--- config.mk ---
export PLATFORM = sky130hd
export DESIGN_NAME = scarv_cop_mem_arbiter
export DESIGN_NICKNAME = d
export VERILOG_FILES = /design/src/rtl/scarv_cop_mem_arbiter.sv
export SDC_FILE = /design/constraint.sdc
export NUM_CORES = 1
export LEC_CHECK = 0
export ABC_AREA = 1
export CORE_AREA = 4 4 120 122
export DETAILED_ROUTE_END_ITERATION = 12
export DIE_AREA = 0 0 124 126
export MAX_ROUTING_LAYER = met4
export PLACE_DENSITY = 0.68
export SLEW_MARGIN = 0
export SYNTH_ARGS = -nofsm -noshare
export SYNTH_HDL_FRONTEND = slang
export SYNTH_SLANG_ARGS = --single-unit
--- constraint.sdc ---
create_clock -name g_clk -period 2.2 [get_ports g_clk]
set_clock_uncertainty 0.15 [all_clocks]
set_input_delay 0.22 -clock g_clk [delete_from_list [all_inputs] [get_ports g_clk]]
set_output_delay 0.22 -clock g_clk [all_outputs]
set_load 0.02 [all_outputs]
--- src/rtl/scarv_cop_mem_arbiter.sv ---
// Shares one data-memory port between the host CPU and the coprocessor LSU.
// At most one transaction is outstanding at a time. The grant is decided
// combinationally in any free cycle, so a granted request reaches the memory
// port with no added latency. A coprocessor lock can hold the port for up to
// LOCK_MAX back-to-back accesses while the CPU waits.
module scarv_cop_mem_arbiter #(
  parameter bit RR_EN    = 1'b1,
  parameter int LOCK_MAX = 4
) (
  input  logic        g_clk,
  input  logic        g_resetn,

  input  logic        cpu_cen,
  input  logic        cpu_wen,
  input  logic [31:0] cpu_addr,
  input  logic [31:0] cpu_wdata,
  input  logic [3:0]  cpu_ben,
  output logic [31:0] cpu_rdata,
  output logic        cpu_stall,
  output logic        cpu_error,

  input  logic        cop_cen,
  input  logic        cop_wen,
  input  logic [31:0] cop_addr,
  input  logic [31:0] cop_wdata,
  input  logic [3:0]  cop_ben,
  input  logic        cop_lock,
  output logic [31:0] cop_rdata,
  output logic        cop_stall,
  output logic        cop_error,

  output logic        mem_cen,
  output logic        mem_wen,
  output logic [31:0] mem_addr,
  output logic [31:0] mem_wdata,
  output logic [3:0]  mem_ben,
  input  logic [31:0] mem_rdata,
  input  logic        mem_stall,
  input  logic        mem_error
);

  localparam int LW = $clog2(LOCK_MAX + 1);

  typedef enum logic [1:0] {ST_IDLE = 2'd0, ST_COP = 2'd1, ST_CPU = 2'd2} state_t;

  typedef struct packed {
    logic        wen;
    logic [31:0] addr;
    logic [31:0] wdata;
    logic [3:0]  ben;
  } req_t;

  state_t        state_q, state_d;
  logic          last_cop_q, last_cop_d;   // 1: most recent grant went to COP
  logic [LW-1:0] lock_cnt_q, lock_cnt_d;

  logic free, done, gnt_cop, gnt_cpu, sel_cop, req_vld;
  req_t cpu_req, cop_req, mem_req;

  assign cpu_req = '{wen: cpu_wen, addr: cpu_addr, wdata: cpu_wdata, ben: cpu_ben};
  assign cop_req = '{wen: cop_wen, addr: cop_addr, wdata: cop_wdata, ben: cop_ben};

  // Grant decision, downstream mux and next-state computation.
  always_comb begin
    free       = (state_q == ST_IDLE) || !mem_stall;
    done       = (state_q != ST_IDLE) && !mem_stall;
    gnt_cop    = 1'b0;
    gnt_cpu    = 1'b0;
    state_d    = state_q;
    last_cop_d = last_cop_q;
    lock_cnt_d = lock_cnt_q;
    // Reset gating keeps the port quiet while reset is asserted even if
    // requesters still hold cen.
    if (free && g_resetn) begin
      if (cop_cen && !cpu_cen) begin
        gnt_cop = 1'b1;
      end else if (cpu_cen && !cop_cen) begin
        gnt_cpu = 1'b1;
      end else if (cop_cen && cpu_cen) begin
        if (cop_lock && last_cop_q && (lock_cnt_q < LOCK_MAX[LW-1:0])) gnt_cop = 1'b1;
        else if (RR_EN)                                                gnt_cop = !last_cop_q;
        else                                                           gnt_cop = 1'b1;
        gnt_cpu = !gnt_cop;
      end
    end
    if (free) begin
      state_d = gnt_cop ? ST_COP : (gnt_cpu ? ST_CPU : ST_IDLE);
    end
    if (gnt_cop) begin
      last_cop_d = 1'b1;
      if (!cop_lock)                           lock_cnt_d = '0;
      else if (lock_cnt_q != LOCK_MAX[LW-1:0]) lock_cnt_d = lock_cnt_q + LW'(1);
    end else if (gnt_cpu) begin
      last_cop_d = 1'b0;
      lock_cnt_d = '0;
    end
    // While stalled the mux stays on the owner, whose request is held.
    sel_cop = free ? gnt_cop : (state_q == ST_COP);
    req_vld = free ? (gnt_cop || gnt_cpu) : (sel_cop ? cop_cen : cpu_cen);
    mem_req = req_vld ? (sel_cop ? cop_req : cpu_req) : '0;
  end

  assign mem_cen   = req_vld;
  assign mem_wen   = mem_req.wen;
  assign mem_addr  = mem_req.addr;
  assign mem_wdata = mem_req.wdata;
  assign mem_ben   = mem_req.ben;

  // Response routing: only the owner sees the completion cycle.
  always_comb begin
    cop_stall = !(done && (state_q == ST_COP));
    cpu_stall = !(done && (state_q == ST_CPU));
    cop_rdata = cop_stall ? 32'h0 : mem_rdata;
    cpu_rdata = cpu_stall ? 32'h0 : mem_rdata;
    cop_error = !cop_stall && mem_error;
    cpu_error = !cpu_stall && mem_error;
  end

  // Ownership, last grant and lock counter state.
  always_ff @(posedge g_clk or negedge g_resetn) begin
    if (!g_resetn) begin
      state_q    <= ST_IDLE;
      last_cop_q <= 1'b0;
      lock_cnt_q <= '0;
    end else begin
      state_q    <= state_d;
      last_cop_q <= last_cop_d;
      lock_cnt_q <= lock_cnt_d;
    end
  end

endmodule

# Word-level counts from Yosys, hierarchy flattened
# Cells that the tools add are included.
dict set report totals {
  reg_bits 6
  output_inout_bits 138
}
dict set report classes {
  addsub 1
  magnitude_cmp 1
  eq_ne 4
  mux 28
  reduce_logical 24
}
# cell count
set ops {}
lappend ops {{two-way mux 69 bit} 2}
lappend ops {{two-way mux 32 bit} 2}
lappend ops {{two-way mux 1 bit} 18}
lappend ops {{two-way mux 3 bit} 4}
lappend ops {{logical AND 1 bit} 11}
lappend ops {{zero test 1 bit} 7}
lappend ops {{two-way mux 2 bit} 2}
lappend ops {{nonzero test 2 bit} 2}
lappend ops {{adder 3 x 1 -> 3 bit (second input constant)} 1}
lappend ops {{< comparator 3 bit (second input constant)} 1}
lappend ops {{!= test 3 x 2 -> 1 bit (second input constant)} 1}
lappend ops {{!= test 3 bit (second input constant)} 1}
lappend ops {{equality test 2 x 1 -> 1 bit (second input constant)} 1}
lappend ops {{equality test 2 bit (second input constant)} 1}
lappend ops {{zero test 2 bit} 1}
lappend ops {{logical OR 1 bit} 2}
lappend ops {{AND reduction 2 bit} 1}

# Longest topological paths before layout
# Gate-level depths: netlist (run 1).
dict set report logic_depth {
  word_depth 15
  depth_mapped 10
}

# Worst setup path after synthesis (run 1)
# Ideal clock, no wire load.
dict set report synth_timing {
  path_type {register to output}
  from {register state_q[0]}
  to {output port mem_addr[0]}
  arrival_ns 1.529
  slack_ns 0.301
  path_stages_with_launch 9
  path_cell_list {dfrtp_1 nand2_1 nand2_1 inv_1 o211ai_1 nand2_1 inv_2 buf_2 a21oi_1}
}
dict set report synth_via {
  elab_chain_cells 8
}
# item line
set synth_lines {}
lappend synth_lines {{from (decl)} 53} ;# state_t state_q, state_d;
lappend synth_lines {{from (signal assigned)} 126} ;# state_q <= state_d;
lappend synth_lines {{zero test 2 bit} 65} ;# free = (state_q == ST_IDLE) || !mem_stall;
lappend synth_lines {{logical OR 1 bit} 65}
lappend synth_lines {{logical AND 1 bit} 74} ;# if (free && g_resetn) begin
lappend synth_lines {{two-way mux 1 bit} 74}
lappend synth_lines {{two-way mux 1 bit} 98} ;# sel_cop = free ? gnt_cop : (state_q == ST_COP);
lappend synth_lines {{two-way mux 1 bit} 99} ;# req_vld = free ? (gnt_cop || gnt_cpu) : (sel_cop ? cop_cen : cpu_cen);
lappend synth_lines {{two-way mux 1 bit *} 99}
lappend synth_lines {{net mem_cen} 32} ;# output logic mem_cen,
lappend synth_lines {{two-way mux 69 bit *} 100} ;# mem_req = req_vld ? (sel_cop ? cop_req : cpu_req) : '0;
lappend synth_lines {{to (decl)} 34} ;# output logic [31:0] mem_addr,
# Mark *: on every way through the listed nets, which the timed path passes. The rest lies on a longest branch.

# Worst setup path in the final report (run 1)
dict set report layout_timing {
  from {register state_q[1]}
  to {output port mem_wdata[5]}
}
dict set report layout_via {
  elab_chain_cells 8
}
# item line
set layout_lines {}
lappend layout_lines {{zero test 2 bit} 65}
lappend layout_lines {{logical OR 1 bit} 65}
lappend layout_lines {{logical AND 1 bit} 74}
lappend layout_lines {{two-way mux 1 bit} 74}
lappend layout_lines {{two-way mux 1 bit} 98}
lappend layout_lines {{two-way mux 1 bit (2 in series)} 99}
lappend layout_lines {{two-way mux 69 bit *} 100}
lappend layout_lines {{to (decl)} 35} ;# output logic [31:0] mem_wdata,
# Mark *: on every way between the ends. The rest lies on a longest branch, timed or not.

==> results by group, run 1 <==
Logic synthesis
  – Most frequent cells after synthesis: 90 x sky130_fd_sc_hd__nand2_1, 76 x sky130_fd_sc_hd__nand3_1, 70 x sky130_fd_sc_hd__nor2_1
  – Yosys reg bits: 6
  – Share of Yosys cell area claimed by the top area cell type: 19.19%
  – Synth area leader: sky130_fd_sc_hd__nand3_1
  – Synthesized netlist net count: 583
  – Gate Count Post-Synth: 404
  – Average size of a mapped cell: 4.906 um2
  – Share of flip-flops with an asynchronous set or reset after synthesis: 100.0%
  – Number of enable flip-flop cells after synthesis: 0
  – Synth top area cells: sky130_fd_sc_hd__nand3_1 19%, sky130_fd_sc_hd__nand2_1 17%, sky130_fd_sc_hd__a21oi_1 15%, sky130_fd_sc_hd__nor2_1 13%, sky130_fd_sc_hd__inv_1 8.3%
  – Library cell with the highest instance count after synthesis: sky130_fd_sc_hd__nand2_1
  – Sequential-to-total area share from yosys stat: 7.576%
  – Yosys warning total: 0
  – Primary FF master, synth: sky130_fd_sc_hd__dfrtp_1
  – Post-Syn Area: 1982 um2
  – Count of unique library cells instantiated by Yosys: 22

Place
  – Routability congestion estimate from global placement: 0.8980
  – Dpl hpwl: 11170 um
  – Dpl cell area: 5448 um2
  – Number of cells in the design after placement: 889
  – Count of input and output buffers: 314

Pwr
  – Total power per unit cell area: 401.2 nW/um2
  – Internal power summed over all cells: 0.001292 W
  – Clock group share of total power: 12.7%
  – Switching power summed over all nets: 0.001072 W
  – Switch share: 45.34%
  – Static leakage power: 3.413 nW
  – Maximum vdd ir drop: 0.2504 mV
  – Combinational share of power: 81.8%
  – Overall power after layout: 0.002364 W
  – Portion of total power attributed to sequential cells: 5.5%

Route
  – Vias per std cell: 4.369
  – WL per Instance: 16.61 um
  – Post-detailed-route DRC marker count: 0
  – Initial detailed-routing violation count: 145
  – Detail Route Antenna Nets: 0
  – DR vias: 3967
  – 1st-pass router iterations: 5
  – Post-Route WL: 15080 um

CTS
  – Clock input transition at the sequential cells of the worst setup and hold paths: 30 ps
  – Maximum level of the CTS H-tree: 1
  – Insertion delay of the later-clocked pin in the worst-skew pair: 230 ps
  – Buffer depth of the longest clock path: 2
  – Number of buffers created by CTS: 3
  – Clock sinks: 6
  – Clock tree from TritonCTS: built
  – Root buf cell: sky130_fd_sc_hd__clkbuf_16

Cells and area
  – Antenna diodes: 0
  – Final design utilization: 44.68%
  – Number of nets at the end of the flow: 913
  – Share of final-layout standard cells stronger than drive strength 1: 22.68%
  – Post-route design area: 5893 um2
  – Layout area overhead: 197.3%
  – Final Instance Count excl. Fillers: 908
  – Fill cell total of the finished layout: 1356

Global routing
  – Global-route wire length before repair: 20530 um
  – Combined global-route utilization of all metal layers: 17.22%
  – Largest net degree at the start of global routing: 37
  – Via count of the first global-routing pass: 3770
  – Number of antenna violations at the first check in global routing: 0
  – Remaining global-route overflow: 0

Worst setup path
  – Critical path endpoint category: primary output
  – Data arrival, critical path: 1850 ps
  – Startpoint kind of the worst setup timing path: flip-flop
  – Data required, critical path: 1830 ps
  – CP Class: reg2out
  – Max Fanout on Critical Path: 5

STA
  – Max-slew violation total from the final report: 0
  – Worst path setup slack after routing: -22.18 ps
  – Transition time of the tightest slew-check pin: 318.3 ps
  – Final setup vio count: 5
  – Highest Clock Rate: 450.0 MHz
  – Unrepaired setup endpoints after global routing: yes
  – Final period util: 101.0%
  – Final worst path period need: 2222 ps
  – Worst rel slew slack: 78.71%
  – Final Hold Slack: 307.5 ps
  – Final number of hold-violating endpoints: 0

Floorplan
  – Placeable core region: 13190 um2
  – Rows: 42
  – Horiz. Die Dim: 124 um
  – Vertical die dimension: 126 um
  – Number of placed I/O pins: 315
  – Total Die Area: 15620 um2
  – Initial standard-cell utilization of the core: 15.03%

Outcome
  – Outcome: complete, but fails checks
  – Failing checks: negative setup slack

Worst hold path
  – Hold Path Class: in2reg

Run
  – Max Cap Viol: 0
[power groups by stage]
stage | clock network, W | logic (W) | registers [W]
3_3_place_gp | 0 | 0.00180 | 0.000129
2_1_floorplan | 0 | 0.000811 | 0.000129
5_1_grt | 0.000310 | 0.00206 | 0.000130
3_5_place_dp | 0 | 0.00180 | 0.000129
6_report | 0.000301 | 0.00193 | 0.000129
4_1_cts | 0.000301 | 0.00179 | 0.000128
[placed cells by master (no fill, tap or decap), drive strengths merged]
cell / instances
clkdlybuf4s50: 173
buf: 111
nand2: 92
nand3: 77
nor2: 71
a21oi: 69
inv: 44
dlymetal6s2s: 37
dlygate4sd2: 35
clkbuf: 6
dfrtp: 6
o21ai: 4
ha: 2
o211ai: 1
clkinv: 1
nand4: 1
or2: 1
dlygate4sd3: 1
[final timing paths]
| path | from | to | slack (ps) | cells past startpoint |
|---|---|---|---|---|
| max | state_q[1] | mem_wdata[5] | -20 | 11 |
| min | cpu_cen | state_q[1] | 310 | 4 |
| max reg2reg | state_q[1] | lock_cnt_q[0] | 310 | 11 |
| min reg2reg | lock_cnt_q[1] | lock_cnt_q[1] | 360 | 2 |
| max in group asynchronous | g_resetn | lock_cnt_q[1] | 1130 | 3 |
| min in group asynchronous | g_resetn | state_q[0] | 530 | 3 |
[layer usage]
metal  up-vias  part of all wire, %  global-route usage [%]
li1       1951                    -                       -
met1      1760                   38                   19.16
met2       236                   52                   32.48
met3        20                  8.9                   2.466
met4         0                  1.2                   2.899
met5         -                    0                       -
[metrics by stage]
stage | TNS, ps | setup WS, ps
floorplan | 0 | 301.4
CTS | -407.2 | -88.56
global route | -5041 | -144.7
finish | -51.99 | -22.18
global placement | -32690 | -578.0
detailed placement | -34220 | -582.3
[critical path: stages (launching register included)]
cell,delay (ps)
sky130_fd_sc_hd__dfrtp_1,380
sky130_fd_sc_hd__nand2_2,100
sky130_fd_sc_hd__buf_6,110
sky130_fd_sc_hd__nand2_4,50
sky130_fd_sc_hd__inv_2,30
sky130_fd_sc_hd__o211ai_1,120
sky130_fd_sc_hd__nand2_2,150
sky130_fd_sc_hd__clkinv_4,120
sky130_fd_sc_hd__buf_12,160
sky130_fd_sc_hd__buf_8,130
sky130_fd_sc_hd__a21oi_4,120
sky130_fd_sc_hd__buf_6,140
[area by class of cell]
class,count,area [um2],share of cell area [%]
Clock buffer,3,75.07,1.274
Inverter,45,173.9,2.951
Multi-Input combinational cell,318,1644,27.90
Sequential cell,6,150.1,2.548
Tap cell,176,220.2,3.737
Timing Repair Buffer,360,3630,61.59
[timing repair]
item / CTS / global route
gates cloned: 5 / 3
setup buffers: 8 / 0
hold buffers: 1 / 0
setup endpoints to repair: 103 / 102
hold endpoints to repair: 6 / 0
gates resized for setup: 318 / 107
pin swaps: 7 / 7
[sequential cells by signal, summed over array words and instances (netlist names)]
register / count
lock_cnt_q: 3
last_cop_q: 1
state_q: 2
[kinds of logic (layout without fill, tap and decap cells)]
logic type	Yosys count	in the layout	synth area share, %
flops	6	6	7.576
buf+inv	80	408	18.88
compound gates	74	74	20.71
simple gates	242	242	51.58
fa+ha+maj	2	2	1.262
(Power assumes the default switching activity.)
==> run 2: changes to the inputs <==
--- a/config.mk
+++ b/config.mk
@@ -15,3 +15,4 @@
 export SYNTH_ARGS = -nofsm -noshare
 export SYNTH_HDL_FRONTEND = slang
 export SYNTH_SLANG_ARGS = --single-unit
+export TNS_END_PERCENT = 10
==> run 2 against run 1 <==
The run still ends with negative setup slack left. Sequential cell count unchanged. Cell count up 0.22%. Critical endpoint unchanged. Combinational power about the same. Fmax down 0.43%.
==> results by group, run 2 (synthesized netlist as in run 1, its figures left out) <==
Outcome
  – Outcome: complete, but fails checks
  – Failing checks: negative setup slack

Floorplan
  – Horiz. Die Dim: 124 um (unchanged)
  – Total Die Area: 15620 um2 (unchanged)
  – Rows: 42 (unchanged)
  – Initial standard-cell utilization of the core: 15.03% (unchanged)
  – Placeable core region: 13190 um2 (unchanged)
  – Number of placed I/O pins: 315 (unchanged)
  – Vertical die dimension: 126 um (unchanged)

Place
  – Count of input and output buffers: 314 (unchanged)
  – Dpl hpwl: 11170 um (unchanged)
  – Routability congestion estimate from global placement: 0.8980 (unchanged)
  – Pre-CTS WS: -582.3 ps (unchanged)

Pwr
  – Switch share: 45.33% (about the same)
  – Portion of total power attributed to sequential cells: 5.6% (about the same)
  – Total power per unit cell area: 399.0 nW/um2 (-0.56%)
  – Maximum vdd ir drop: 0.2598 mV (+3.8%)
  – Switching power summed over all nets: 0.001065 W (-0.68%)
  – Combinational share of power: 81.7% (about the same)
  – Static leakage power: 3.426 nW (+0.38%)
  – Internal power summed over all cells: 0.001284 W (-0.62%)
  – Clock group share of total power: 12.8% (about the same)
  – Overall power after layout: 0.002349 W (-0.65%)

Cells and area
  – Most used cells in the layout excluding fill and tap cells: 173 x sky130_fd_sc_hd__clkdlybuf4s50_1, 85 x sky130_fd_sc_hd__nand2_1, 73 x sky130_fd_sc_hd__nand3_1
  – Fill cell total of the finished layout: 1367 (+0.81%)
  – Antenna diodes: 0 (unchanged)
  – Max reg flops: 3 (unchanged)
  – Register containing the most flip-flops in the final layout: lock_cnt_q
  – Registers with the most flip-flops: lock_cnt_q (3), state_q (2), last_cop_q (1)
  – Number of nets at the end of the flow: 915 (+0.22%)
  – Share of final-layout standard cells stronger than drive strength 1: 22.21% (-0.47 points)
  – Layout area overhead: 197.1% (about the same)
  – Most common cell after layout, fill and taps aside: sky130_fd_sc_hd__clkdlybuf4s50_1

Worst setup path
  – Data arrival, critical path: 1860 ps (about the same)
  – Critical path endpoint category: primary output
  – Setup slack of the most critical reg-to-reg path: 540 ps (+230 ps)
  – Data required, critical path: 1830 ps (about the same)
  – CP Class: reg2out
  – Startpoint kind of the worst setup timing path: flip-flop
  – Max Fanout on Critical Path: 5 (unchanged)

Route
  – Initial detailed-routing violation count: 144 (-0.69%)
  – Post-Route WL: 15080 um (about the same)
  – Post-detailed-route DRC marker count: 0 (unchanged)
  – Vias per std cell: 4.363 (-0.14%)
  – Detail Route Antenna Nets: 0 (unchanged)
  – 1st-pass router iterations: 4 (-1)
  – WL per Instance: 16.57 um (-0.25%)
  – DR vias: 3970 (+0.076%)

Global routing
  – Largest net degree at the start of global routing: 37 (unchanged)
  – Number of antenna violations at the first check in global routing: 0 (unchanged)
  – Remaining global-route overflow: 0 (unchanged)
  – Via count of the first global-routing pass: 3719 (-1.4%)
  – Global-route wire length before repair: 20260 um (-1.3%)
  – Combined global-route utilization of all metal layers: 16.95% (-0.27 points)

STA
  – Worst path setup slack after routing: -31.78 ps (-9.598 ps)
  – Unrepaired setup endpoints after global routing: yes
  – Max-slew violation total from the final report: 0 (unchanged)
  – Worst rel slew slack: 81.75% (+3.0 points)
  – Final period util: 101.4% (+0.44 points)
  – Transition time of the tightest slew-check pin: 272.5 ps (-45.86 ps)
  – Final worst path period need: 2232 ps (+9.598 ps)
  – Final setup vio count: 4 (-1)
  – Final Hold Slack: 258.0 ps (-49.47 ps)
  – Final number of hold-violating endpoints: 0 (unchanged)
  – Highest Clock Rate: 448.1 MHz (-0.43%)

CTS
  – Insertion delay of the later-clocked pin in the worst-skew pair: 230 ps (about the same)
  – Maximum level of the CTS H-tree: 1 (unchanged)
  – Number of buffers created by CTS: 3 (unchanged)
  – Clock tree from TritonCTS: built
  – Buffer depth of the longest clock path: 2 (unchanged)
  – Root buf cell: sky130_fd_sc_hd__clkbuf_16
  – Clock sinks: 6 (unchanged)
  – Clock input transition at the sequential cells of the worst setup and hold paths: 40 ps (about the same)

Run
  – Max Cap Viol: 0 (unchanged)

Worst hold path
  – Hold Path Class: in2reg
## run 2: changes by cell type in the layout (fill, tap and decap cells not counted)
cell | previous run | this run
sky130_fd_sc_hd__a21oi_1 | 38 | 42
sky130_fd_sc_hd__a21oi_2 | 27 | 23
sky130_fd_sc_hd__buf_12 | 10 | 9
sky130_fd_sc_hd__buf_4 | 56 | 62
sky130_fd_sc_hd__buf_6 | 14 | 11
sky130_fd_sc_hd__clkbuf_16 | 6 | 7
sky130_fd_sc_hd__dlygate4sd2_1 | 35 | 33
sky130_fd_sc_hd__dlymetal6s2s_1 | 37 | 38
sky130_fd_sc_hd__nand2_4 | 2 | 1
sky130_fd_sc_hd__nand2_8 | 1 | 2
sky130_fd_sc_hd__nand3_1 | 71 | 73
sky130_fd_sc_hd__nand3_2 | 5 | 3
## run 2: final cells by class
type / instances / area, um2 / area share, %
sequential: 6 / 150.1 / 2.550
timing repair buffer: 362 / 3641 / 61.84
inverter: 45 / 173.9 / 2.954
clock buffer: 3 / 75.07 / 1.275
multi-input combinational: 318 / 1628 / 27.65
tap: 176 / 220.2 / 3.740
## run 2: timing repair
action / 4_1_cts / 5_1_grt
cloned: 4 / 4
hold buffers: 0 / 1
setup buffers: 3 / 6
hold endpoints to repair: 0 / 6
gates resized for setup: 325 / 91
pin swaps: 3 / 4
setup endpoints to repair: 103 / 101
## run 2: metal layers
layer	global-route usage (%)	wire [um]	up-vias
met2	32.29	7904	231
met4	1.804	63	0
met5	-	0	-
met1	18.81	5679	1780
li1	-	-	1953
met3	2.780	1430	6
## run 2: power groups by stage
stage                     Sequential [W]  Combinational (W)  Clock [W]
after floorplan                 0.000129           0.000811          0
after global placement          0.000129            0.00180          0
after detailed placement        0.000129            0.00180          0
after CTS                       0.000128            0.00177   0.000301
after global routing            0.000132            0.00204   0.000308
final                           0.000131            0.00192   0.000300
## run 2: critical path: stages, from the launching register on
cell	delay, ps
sky130_fd_sc_hd__dfrtp_1	390
sky130_fd_sc_hd__nand2_2	100
sky130_fd_sc_hd__buf_6	120
sky130_fd_sc_hd__nand2_4	50
sky130_fd_sc_hd__inv_2	40
sky130_fd_sc_hd__o211ai_1	120
sky130_fd_sc_hd__nand2_2	140
sky130_fd_sc_hd__clkinv_4	120
sky130_fd_sc_hd__buf_12	160
sky130_fd_sc_hd__buf_8	130
sky130_fd_sc_hd__a21oi_4	120
sky130_fd_sc_hd__buf_6	140
## run 2: worst paths after layout
| check | depth (start not counted) | start | to |
|---|---|---|---|
| setup reg to reg | 9 | state_q[1] | lock_cnt_q[0] |
| min in group asynchronous | 4 | g_resetn | state_q[0] |
| hold / removal | 3 | g_resetn | state_q[1] |
| max in group asynchronous | 4 | g_resetn | lock_cnt_q[0] |
| setup / recovery | 11 | state_q[1] | mem_wdata[5] |
| hold reg to reg | 2 | lock_cnt_q[1] | lock_cnt_q[1] |
## run 2: through the flow
stage               utilization [%]  area [um2]  TNS (ps)  instances
finish                        44.64        5888    -91.53        910
CTS                           41.20        5434    -601.9        899
detailed placement            41.30        5448    -34220        889
floorplan                         -        1982         0        404
global placement              41.30        5448    -32690        889
global route                  44.64        5888     -4084        910
